### src/rtl/qmem_pkg.sv
// Shared QMEM definitions: bus width defaults and the
// SRAM controller state encoding.
package qmem_pkg;

   localparam int QMEM_AW = 22;
   localparam int QMEM_DW = 16;
   localparam int QMEM_SW = 2;

   typedef enum logic [2:0] {
      ST_IDLE    = 3'd0,
      ST_RD      = 3'd1,
      ST_WR      = 3'd2,
      ST_WR_HOLD = 3'd3,
      ST_DONE    = 3'd4
   } sram_state_t;

endpackage

### src/rtl/qmem_sram.sv
// QMEM slave to asynchronous 16-bit SRAM controller.
// Every pad control is a flop decoded from the next state.
module qmem_sram
   import qmem_pkg::*;
#(
   parameter int QAW   = QMEM_AW,
   parameter int QDW   = QMEM_DW,
   parameter int QSW   = QMEM_SW,
   parameter int RD_WS = 2,
   parameter int WR_WS = 2
) (
   input  logic           clk,
   input  logic           rst,
   input  logic [QAW-1:0] adr,
   input  logic           cs,
   input  logic           we,
   input  logic [QSW-1:0] sel,
   input  logic [QDW-1:0] dat_w,
   output logic [QDW-1:0] dat_r,
   output logic           ack,
   output logic           err,
   output logic [QAW-2:0] sram_adr,
   output logic [15:0]    sram_dat_w,
   input  logic [15:0]    sram_dat_r,
   output logic           sram_dat_oe,
   output logic           sram_ce_n,
   output logic           sram_oe_n,
   output logic           sram_we_n,
   output logic           sram_ub_n,
   output logic           sram_lb_n
);

   sram_state_t state;
   sram_state_t state_nxt;
   logic [3:0]  cnt;
   logic        start;
   logic        cnt_zero;
   logic        unused_adr0;

   assign unused_adr0 = adr[0];
   assign err         = 1'b0;
   assign start       = (state == ST_IDLE) && cs;
   assign cnt_zero    = (cnt == 4'd0);

   // State register; reset wins over any request.
   always_ff @(posedge clk) begin
      if (rst) state <= ST_IDLE;
      else     state <= state_nxt;
   end

   // Next-state decode.
   always_comb begin
      state_nxt = state;
      unique case (state)
         ST_IDLE:    if (cs) state_nxt = we ? ST_WR : ST_RD;
         ST_RD:      if (cnt_zero) state_nxt = ST_DONE;
         ST_WR:      if (cnt_zero) state_nxt = ST_WR_HOLD;
         ST_WR_HOLD: state_nxt = ST_DONE;
         ST_DONE:    state_nxt = ST_IDLE;
         default:    state_nxt = ST_IDLE;
      endcase
   end

   // Wait-state counter: loaded on accept, counts down in RD/WR.
   always_ff @(posedge clk) begin
      if (rst) begin
         cnt <= 4'd0;
      end else if (start) begin
         cnt <= we ? 4'(WR_WS) : 4'(RD_WS);
      end else if ((state == ST_RD || state == ST_WR) && !cnt_zero) begin
         cnt <= cnt - 4'd1;
      end
   end

   // Address/data capture on accept; read data on last RD cycle.
   always_ff @(posedge clk) begin
      if (rst) begin
         sram_adr   <= '0;
         sram_dat_w <= '0;
         dat_r      <= '0;
      end else begin
         if (start) begin
            sram_adr   <= adr[QAW-1:1];
            sram_dat_w <= 16'(dat_w);
         end
         if (state == ST_RD && cnt_zero) dat_r <= QDW'(sram_dat_r);
      end
   end

   // Registered pad controls, decoded from the state being entered.
   always_ff @(posedge clk) begin
      if (rst) begin
         ack         <= 1'b0;
         sram_ce_n   <= 1'b1;
         sram_oe_n   <= 1'b1;
         sram_we_n   <= 1'b1;
         sram_ub_n   <= 1'b1;
         sram_lb_n   <= 1'b1;
         sram_dat_oe <= 1'b0;
      end else begin
         ack         <= 1'b0;
         sram_ce_n   <= 1'b1;
         sram_oe_n   <= 1'b1;
         sram_we_n   <= 1'b1;
         sram_ub_n   <= 1'b1;
         sram_lb_n   <= 1'b1;
         sram_dat_oe <= 1'b0;
         unique case (state_nxt)
            ST_RD, ST_WR, ST_WR_HOLD: begin
               sram_ce_n <= 1'b0;
               sram_ub_n <= start ? ~sel[1] : sram_ub_n;
               sram_lb_n <= start ? ~sel[0] : sram_lb_n;
               sram_oe_n <= (state_nxt != ST_RD);
               sram_we_n <= (state_nxt != ST_WR);
               sram_dat_oe <= (state_nxt != ST_RD);
            end
            ST_DONE: ack <= 1'b1;
            default: ack <= 1'b0;
         endcase
      end
   end

endmodule
### config.mk
export PLATFORM = sky130hd
export DESIGN_NAME = qmem_sram
export DESIGN_NICKNAME = d
export VERILOG_FILES = /design/src/rtl/qmem_pkg.sv /design/src/rtl/qmem_sram.sv
export SDC_FILE = /design/constraint.sdc
export NUM_CORES = 1
export LEC_CHECK = 0
export ABC_CLOCK_PERIOD_IN_PS = 4100
export CORE_AREA = 2 2 71 90
export CTS_CLUSTER_DIAMETER = 150
export DETAILED_ROUTE_END_ITERATION = 16
export DIE_AREA = 0 0 73 92
export GPL_ROUTABILITY_DRIVEN = 0
export PLACE_DENSITY_LB_ADDON = 0.1
export SYNTH_ARGS = -nofsm -noshare
export SYNTH_HDL_FRONTEND = slang
export SYNTH_SLANG_ARGS = --single-unit
export TNS_END_PERCENT = 5
### constraint.sdc
create_clock -name clk -period 4.1 [get_ports clk]
set_input_delay 1.23 -clock clk [delete_from_list [all_inputs] [get_ports clk]]
set_output_delay 1.23 -clock clk [all_outputs]
set_load 0.01 [all_outputs]
# Word-level counts from Yosys, hierarchy flattened
# Index checks and enable logic that the tools add are counted.
[op_classes] addsub=1 eq_ne=9 muxes=9 bitwise_logic=3 reduce_logical=11
[ops] operator="equality test 3 x 2 -> 1 bit, second input constant" n=4
[ops] operator="case mux 3 bit (4 select lines)" n=1
[ops] operator="2-to-1 mux 3 bit" n=3
[ops] operator="equality test 3 x 1 -> 1 bit, second input constant" n=2
[ops] operator="2-to-1 mux 2 bit" n=3
[ops] operator="zero test 4 bit" n=1
[ops] operator="OR reduction 2 bit" n=2
[ops] operator="subtractor 4 x 1 -> 4 bit, second input constant" n=1
[ops] operator="equality test 3 bit, second input constant" n=1
[ops] operator="logical AND 1 bit" n=3
[ops] operator="zero test 3 bit" n=1
[ops] operator="inequality test 3 x 1 -> 1 bit, second input constant" n=1
[ops] operator="inequality test 3 x 2 -> 1 bit, second input constant" n=1
[ops] operator="inverter 1 bit" n=3
[ops] operator="OR reduction 3 bit" n=1
[ops] operator="2-to-1 mux 1 bit" n=2
[ops] operator="nonzero test 2 bit" n=1
[ops] operator="zero test 1 bit" n=1
[ops] operator="logical OR 1 bit" n=1
[totals] reg_bits=67 inputBits=60 out_inout_bits=61

# Logic depth before layout (Yosys ltp)
# Gate-level depths: netlist (run 1).
[logic_depth] word_depth=7 depth_mapped=7

# Worst setup path after synthesis (run 1)
# Ideal clock, no wire load.
[synth_path] path_type="in2reg" start="input port cs" end="register sram_lb_n" setup_ns=0.122 t_arrival_ns=2.177 slack_ns=1.800 stages=5 n_path_buf=2 cell_sequence="or4b_1 > buf_2 > buf_6 > a211oi_2 > nand2_1"
[synth_via] elab_chain_cells=6 word_cells_on_any_way=9 classes_between="eq/ne: 3; mux: 2; bitwise: 1; reduce/logical: 3"
[synth_lines] item="from (decl)" line_no="qmem_sram.sv:15" text="input logic cs,"
[synth_lines] item="2-to-1 mux 3 bit" line_no="qmem_sram.sv:55" text="ST_IDLE: if (cs) state_nxt = we ? ST_WR : ST_RD;"
[synth_lines] item="case mux 3 bit (4 select lines)" line_no="qmem_sram.sv:54" text="unique case (state)"
[synth_lines] item="equality test 3 x 1 -> 1 bit / equality test 3 x 2 -> 1 bit (equally long branches)" line_no="qmem_sram.sv:108" text="unique case (state_nxt)"
[synth_lines] item="OR reduction 3 bit" line_no="qmem_sram.sv:108"
[synth_lines] item="inverter 1 bit (no source line)"
[synth_lines] item="OR reduction 2 bit (no source line)"
[synth_lines] item="to (signal assigned)" line_no="qmem_sram.sv:112" text="sram_lb_n <= start ? ~sel[0] : sram_lb_n;"
[synth_lines] item="to (decl)" line_no="qmem_sram.sv:30" text="output logic sram_lb_n"
# Several ways; a longest one is shown, not always the timed one.
# A chain may end at the register's enable or synchronous reset.

# Final worst setup path (run 1)
# Same ends and word-level chain as after synthesis.

==> reports/metrics.json, run 1 <==
{
  "global_route": {
    "gr-usage-all-layers_pct": 18.1,
    "grt_util_met3_pct": 5.27,
    "grt_residual_overflow": 0,
    "grt_pass1_vias": 2068,
    "grt_max_degree": 38,
    "use_met1_pct": 20.3,
    "met2_usage_pct": 29.6,
    "top_usage_layer": "met2",
    "initial_antenna_violation_count": 0,
    "grt_first_pass_wirelength_mm": 9.31
  },
  "critical_path": {
    "worstPathMaxFanout": 14,
    "setup.worst_path.start_class": "primary input",
    "cp_slowest_stage_delay_ns": 0.72,
    "worst-endpoint-arrival_ns": 3.07,
    "cp-end-kind": "flip-flop",
    "crit_path_top_delay_cell": "or4b_1",
    "worstSetupPathType": "primary input to flip-flop",
    "worst_r2r_endpoint": "dat_r[8]",
    "worstPathRequired_ns": 4.32,
    "cp_cell_sequence": "clkdlybuf4s50_1, or4b_1, buf_4, a211oi_2, nand2_1",
    "worstSetupStartpoint": "cs",
    "r2r_cells": 6,
    "rr_startpoint": "cnt[0]",
    "reg2reg_slack_ns": 2.05,
    "setup.worst_path.end": "sram_lb_n"
  },
  "power_and_ir_drop": {
    "cellPowerDensity_mw_per_mm2": 415,
    "power.static_leakage_uw": 0.00151,
    "ir_worst_vdd_mv": 0.276,
    "fin_total_pwr_uw": 1580
  },
  "sta": {
    "report.final.setup_viol": 0,
    "post-route-period-util_pct": 69.6,
    "report.final.hold_viol_count": 0,
    "rsz0062_at_grt": "no",
    "relSlewSlack_pct": 41.2,
    "slew_violations": 0,
    "setup_total_negative_slack_ns": 0,
    "clock.fmax_mhz": 351,
    "worst_clock_skew_ns": 0.00745,
    "finalCriticalPeriod_ns": 2.85,
    "timing_worst_slew_pin_value_ns": 0.880
  },
  "job": {
    "maxCapViolCount": 0
  },
  "cts": {
    "max-clock-path-buffers": 2,
    "clk_pin_slew_worst_paths_ns": 0.07,
    "ctsResizeCount": 0,
    "postCtsSetupRepairBufs": 0,
    "cts.sink_count": 67,
    "later_pin_clock_latency_in_the_skew_report_ns": 0.34,
    "cts.htree.levels": 3,
    "cts_inserted_buffers": 9,
    "cts_tree": "done",
    "clockRootBuffer": "clkbuf_8",
    "hold_buffers": 0
  },
  "final_layout": {
    "area.growth.synth_to_final_pct": 55.8,
    "layout-drive-gt1-share_pct": 5.57,
    "final_core_utilization_pct": 63.9,
    "nets": 452,
    "num_antenna_cells": 0,
    "final.fill_count": 555
  },
  "drt": {
    "avgRoutedWirePerCell_um": 12.4,
    "detail_route.wirelength_mm": 5.75,
    "drc": 0,
    "drtAntennaViolNets": 0,
    "drt_iter0_markers": 92,
    "drt_first_pass_iters": 4,
    "route.detailed.vias_per_inst": 4.81,
    "dr_total_vias": 2225
  },
  "floorplanning": {
    "dieArea_mm2": 0.00672,
    "die_width_um": 73,
    "floorplan.io_pins": 121,
    "coreArea_mm2": 0.00597,
    "rows": 32,
    "start_util_pct": 41.0,
    "die_y_um": 92
  },
  "placed_design": {
    "place.port_buffers": 118,
    "dp.final_hpwl_mm": 4.00
  },
  "logic_synthesis": {
    "seq_area_frac_synth_pct": 54.8,
    "post_synth.cell_area_avg_um2": 8.80,
    "synth-seq-cells": 67,
    "mappedNetlistNets": 339,
    "netlist_area_mm2": 0.00245,
    "syn-instance-count": 278,
    "yosysWarnings": 0,
    "synth.lib_cells_used.distinct": 29
  },
  "worst_hold_path": {
    "number_of_cells_on_the_worst_hold_path": 2,
    "hold_path_class": "flip-flop to flip-flop"
  },
  "outcome": {
    "run_status": "finished, final reports clean"
  }
}
[worst max-delay path: cells and delay by family]
family	cells	cell delay, ns
buffers and inverters	2	0.83
AO/OA/AOI/OAI	1	0.22
AND/OR/NAND/NOR	2	0.79
[cells in the final DEF, fill, tap and decap left out, types with 2 or more instances in the layout]
| cell | Yosys | routed |
|---|---|---|
| clkdlybuf4s50_1 | 0 | 117 |
| clkbuf_1 | 14 | 3 |
| buf_4 | 2 | 5 |
| nor2_1 | 21 | 21 |
| inv_1 | 2 | 2 |
| nor3_1 | 6 | 6 |
| xnor2_1 | 4 | 4 |
| dfxtp_1 | 67 | 67 |
| mux2i_1 | 17 | 17 |
| a211oi_2 | 2 | 2 |
| nand2_1 | 78 | 78 |
| nor4b_1 | 3 | 3 |
| clkbuf_8 | 0 | 10 |
| nor4_1 | 3 | 3 |
| a21oi_1 | 38 | 38 |
| nor2b_1 | 3 | 3 |
[routing by layer]
metal | vias up | routed length [um]
li1 | 1137 | -
met1 | 995 | 2480
met2 | 80 | 2770
met3 | 13 | 353
met4 | 0 | 147
met5 | - | 0
[where the power goes]
part / internal [uW] / total (uW) / switching, uW / leakage, uW
Sequential: 710 / 745 / 35.4 / 0.000548
Combinational: 207 / 376 / 168 / 0.000885
Clock: 232 / 459 / 227 / 0.0000795
[synth_stat cells]
cell type,number,area share (%)
a211oi_1,1,0.31
a211oi_2,2,1.0
a21oi_1,38,7.8
buf_2,3,0.61
buf_4,2,0.61
buf_6,2,0.92
clkbuf_1,14,2.1
conb_1,1,0.15
dfxtp_1,67,55
ha_1,1,0.51
inv_1,2,0.31
mux2i_1,17,7.0
nand2_1,78,12
nand2b_1,1,0.26
nor2_1,21,3.2
nor2b_1,3,0.77
nor3_1,6,1.2
nor3b_1,1,0.31
nor3b_2,1,0.51
nor4_1,3,0.77
nor4b_1,3,1.1
nor4b_2,1,0.61
o21ai_0,1,0.20
o21ai_1,1,0.20
o221ai_1,1,0.36
o22ai_1,1,0.26
or3_1,1,0.26
or4b_1,1,0.41
xnor2_1,4,1.4
[cell families after synthesis]
group | count (synthesis) | synth area share [%]
other cells | 1 | 0.153
compound gates | 45 | 10.1
mux | 17 | 6.96
fa+ha+maj | 1 | 0.511
xor+xnor | 4 | 1.43
buf+inv | 23 | 4.60
simple gates | 120 | 21.4
flops | 67 | 54.8
[sequential cells by signal (all words and copies together), names as in the netlist]
register,cells
sram_ce_n,1
sram_lb_n,1
sram_we_n,1
sram_dat_w,16
sram_oe_n,1
ack,1
dat_r,16
sram_adr,21
cnt,4
sram_ub_n,1
state,3
sram_dat_oe,1
[cell type report]
type / instances / area, um2 / area share [%]
well taps: 68 / 85.1 / 2.23
clock inverters: 2 / 12.5 / 0.328
flip-flops and latches: 67 / 1340 / 35.2
repair buffers: 123 / 1210 / 31.9
clock buffers: 13 / 149 / 3.91
multi-input cells: 188 / 1000 / 26.3
inverters: 2 / 7.51 / 0.197
[how the worst min path moves through the flow]
stage / start / endpoint
CTS: sram_dat_w[14] / sram_dat_w[14]
detailed placement: sram_adr[20] / sram_adr[20]
global placement: sram_dat_w[11] / sram_dat_w[11]
finish: sram_adr[14] / sram_adr[14]
floorplan: sram_adr[0] / sram_adr[0]
global route: sram_adr[3] / sram_adr[3]
[through the flow]
| stage | cell area (um2) | std cells | hold slack (ns) | setup WS [ns] |
|---|---|---|---|---|
| floorplan | 2450 | 278 | 0.481 | 1.80 |
| global placement | 3650 | 448 | 0.441 | 0.921 |
| detailed placement | 3650 | 448 | 0.446 | 0.876 |
| CTS | 3810 | 463 | 0.455 | 1.24 |
| global route | 3810 | 463 | 0.472 | 1.11 |
| finish | 3810 | 463 | 0.452 | 1.25 |
No activity file was read; power rests on OpenSTA's default activity.
==> run 2: changes to the inputs <==
ABC_CLOCK_PERIOD_IN_PS = 2370   (was 4100)
CORE_AREA = 2 2 77 98   (was 2 2 71 90)
DIE_AREA = 0 0 79 100   (was 0 0 73 92)
clock period = 2.37 ns   (was 4.1 ns; I/O delays follow)
==> run 2 against run 1 <==
Against the previous run: final area rose by 3.2%; flip-flop and latch count did not move; die area rose by 18%; via count fell by 0.94%; sequential power rose by 73%; critical path type unchanged; largest power group unchanged; wire length rose by 2.1%; critical endpoint is now sram_dat_w[10]; setup slack got worse by 0.82 ns; combinational power rose by 79%.
==> reports/metrics.json, run 2 (synthesized netlist as in run 1, its figures left out) <==
{
  "sta": {
    "timing_worst_slew_pin_value_ns": 0.526,
    "slew_violations": 0,
    "post-route-period-util_pct": 82.1,
    "clock.fmax_mhz": 514,
    "relSlewSlack_pct": 64.9,
    "setup_total_negative_slack_ns": 0,
    "rsz0062_at_grt": "no",
    "worst_clock_skew_ns": 0.0106,
    "report.final.setup_viol": 0,
    "fin_worst_hold_slack_ns": 0.452,
    "finalCriticalPeriod_ns": 1.95,
    "report.final.hold_viol_count": 0
  },
  "final_layout": {
    "most-common-layout-cells": "clkdlybuf4s50_1 (117), nand2_1 (78), dfxtp_1 (67)",
    "largest_registers_in_the_final_layout": "sram_adr x21, dat_r x16, sram_dat_w x16",
    "nets": 455,
    "layout_commonest_cell": "clkdlybuf4s50_1",
    "final.fill_count": 682,
    "layout-drive-gt1-share_pct": 6.53,
    "num_antenna_cells": 0,
    "layout.cell_area.non_filler_mm2": 0.00393,
    "area.growth.synth_to_final_pct": 60.8,
    "largest_register_ff_count": 21,
    "most_flops_register": "sram_adr"
  },
  "cts": {
    "cts_tree": "done",
    "cts.sink_count": 67,
    "cts_inserted_buffers": 9,
    "later_pin_clock_latency_in_the_skew_report_ns": 0.33,
    "ctsResizeCount": 0,
    "postCtsSetupRepairBufs": 0,
    "max-clock-path-buffers": 2,
    "clk_pin_slew_worst_paths_ns": 0.06,
    "clockRootBuffer": "clkbuf_8",
    "hold_buffers": 0,
    "cts.htree.levels": 3
  },
  "floorplanning": {
    "floorplan.io_pins": 121,
    "rows": 35,
    "start_util_pct": 34.5,
    "dieArea_mm2": 0.00790,
    "die_width_um": 79,
    "die_y_um": 100,
    "coreArea_mm2": 0.00709
  },
  "drt": {
    "drc": 0,
    "drt_first_pass_iters": 4,
    "route.detailed.vias_per_inst": 4.50,
    "detail_route.wirelength_mm": 5.87,
    "drtAntennaViolNets": 0,
    "drt_iter0_markers": 55,
    "dr_total_vias": 2204,
    "avgRoutedWirePerCell_um": 12.0
  },
  "global_route": {
    "grt_max_degree": 41,
    "grt_residual_overflow": 0,
    "grt_pass1_vias": 1999,
    "initial_antenna_violation_count": 0,
    "grt_first_pass_wirelength_mm": 9.20,
    "gr-usage-all-layers_pct": 14.8
  },
  "power_and_ir_drop": {
    "ir_worst_vdd_mv": 0.524,
    "cellPowerDensity_mw_per_mm2": 737,
    "power.static_leakage_uw": 0.00156
  },
  "critical_path": {
    "worst-endpoint-arrival_ns": 2.14,
    "worstSetupPathType": "primary input to flip-flop",
    "cp-end-kind": "flip-flop",
    "setup.worst_path.start_class": "primary input",
    "worstPathMaxFanout": 22,
    "worstPathRequired_ns": 2.56
  },
  "worst_hold_path": {
    "hold_path_class": "flip-flop to flip-flop"
  },
  "outcome": {
    "run_status": "finished, final reports clean"
  },
  "placed_design": {
    "placed_cell_area_mm2": 0.00374,
    "place.port_buffers": 118,
    "dp.final_hpwl_mm": 3.99
  },
  "job": {
    "maxCapViolCount": 0
  }
}
==> run 2: changes by cell type in the layout (fill, tap and decap cells not counted) <==
cell / before / now
buf_12: 0 / 3
bufinv_16: 0 / 1
clkbuf_1: 3 / 2
clkbuf_8: 10 / 11
clkinvlp_4: 1 / 0
==> run 2: cell type report <==
class                           instances  area (um2)  area share (%)
Sequential cell                        67        1340            34.1
Timing Repair Buffer                  126        1270            32.4
Multi-Input combinational cell        188        1000            25.5
Clock buffer                           13         159            4.04
Tap cell                               92         115            2.93
Clock inverter                          2        35.0           0.891
Inverter                                2        7.51           0.191
==> run 2: per-stage QoR <==
step	cells	total power, uW	setup WS (ns)	utilization (%)
3_5_place_dp	475	2000	0.0798	52.7
2_1_floorplan	278	1640	0.589	-
5_1_grt	490	3060	0.368	55.4
3_3_place_gp	475	1990	0.0754	52.7
6_report	490	2900	0.423	55.4
4_1_cts	490	2950	0.413	55.4
==> run 2: per-layer routing <==
metal  wire length [um]  GRT usage [%]  share of wire [%]  vias up
li1                   -              -                  -     1142
met1               2500           17.0                 43      986
met2               2860           24.9                 49       66
met3                366           3.60                6.2       10
met4                134           8.36                2.3        0
met5                  0              0                  0        -
==> run 2: path summary, 6_finish.rpt <==
check,startpoint,endpoint,slack [ns],cells past startpoint
worst max-delay path,cs,sram_dat_w[10],0.42,6
worst min-delay path,sram_dat_w[12],sram_dat_w[12],0.45,2
worst max register to register,cnt[0],state[0],0.67,6
worst min register to register,sram_dat_w[12],sram_dat_w[12],0.45,2
==> run 2: report_power, final <==
part	internal, uW	switching, uW	total [uW]
clock network	537	398	935
logic	379	294	673
registers	1230	62.4	1290
total	2140	754	2900
==> run 2: critical path: stages <==
cell and delay, ns:
clkdlybuf4s50_1 0.48, or4b_1 0.46, buf_4 0.20, buf_12 0.16
nand2_1 0.07, a21oi_1 0.05
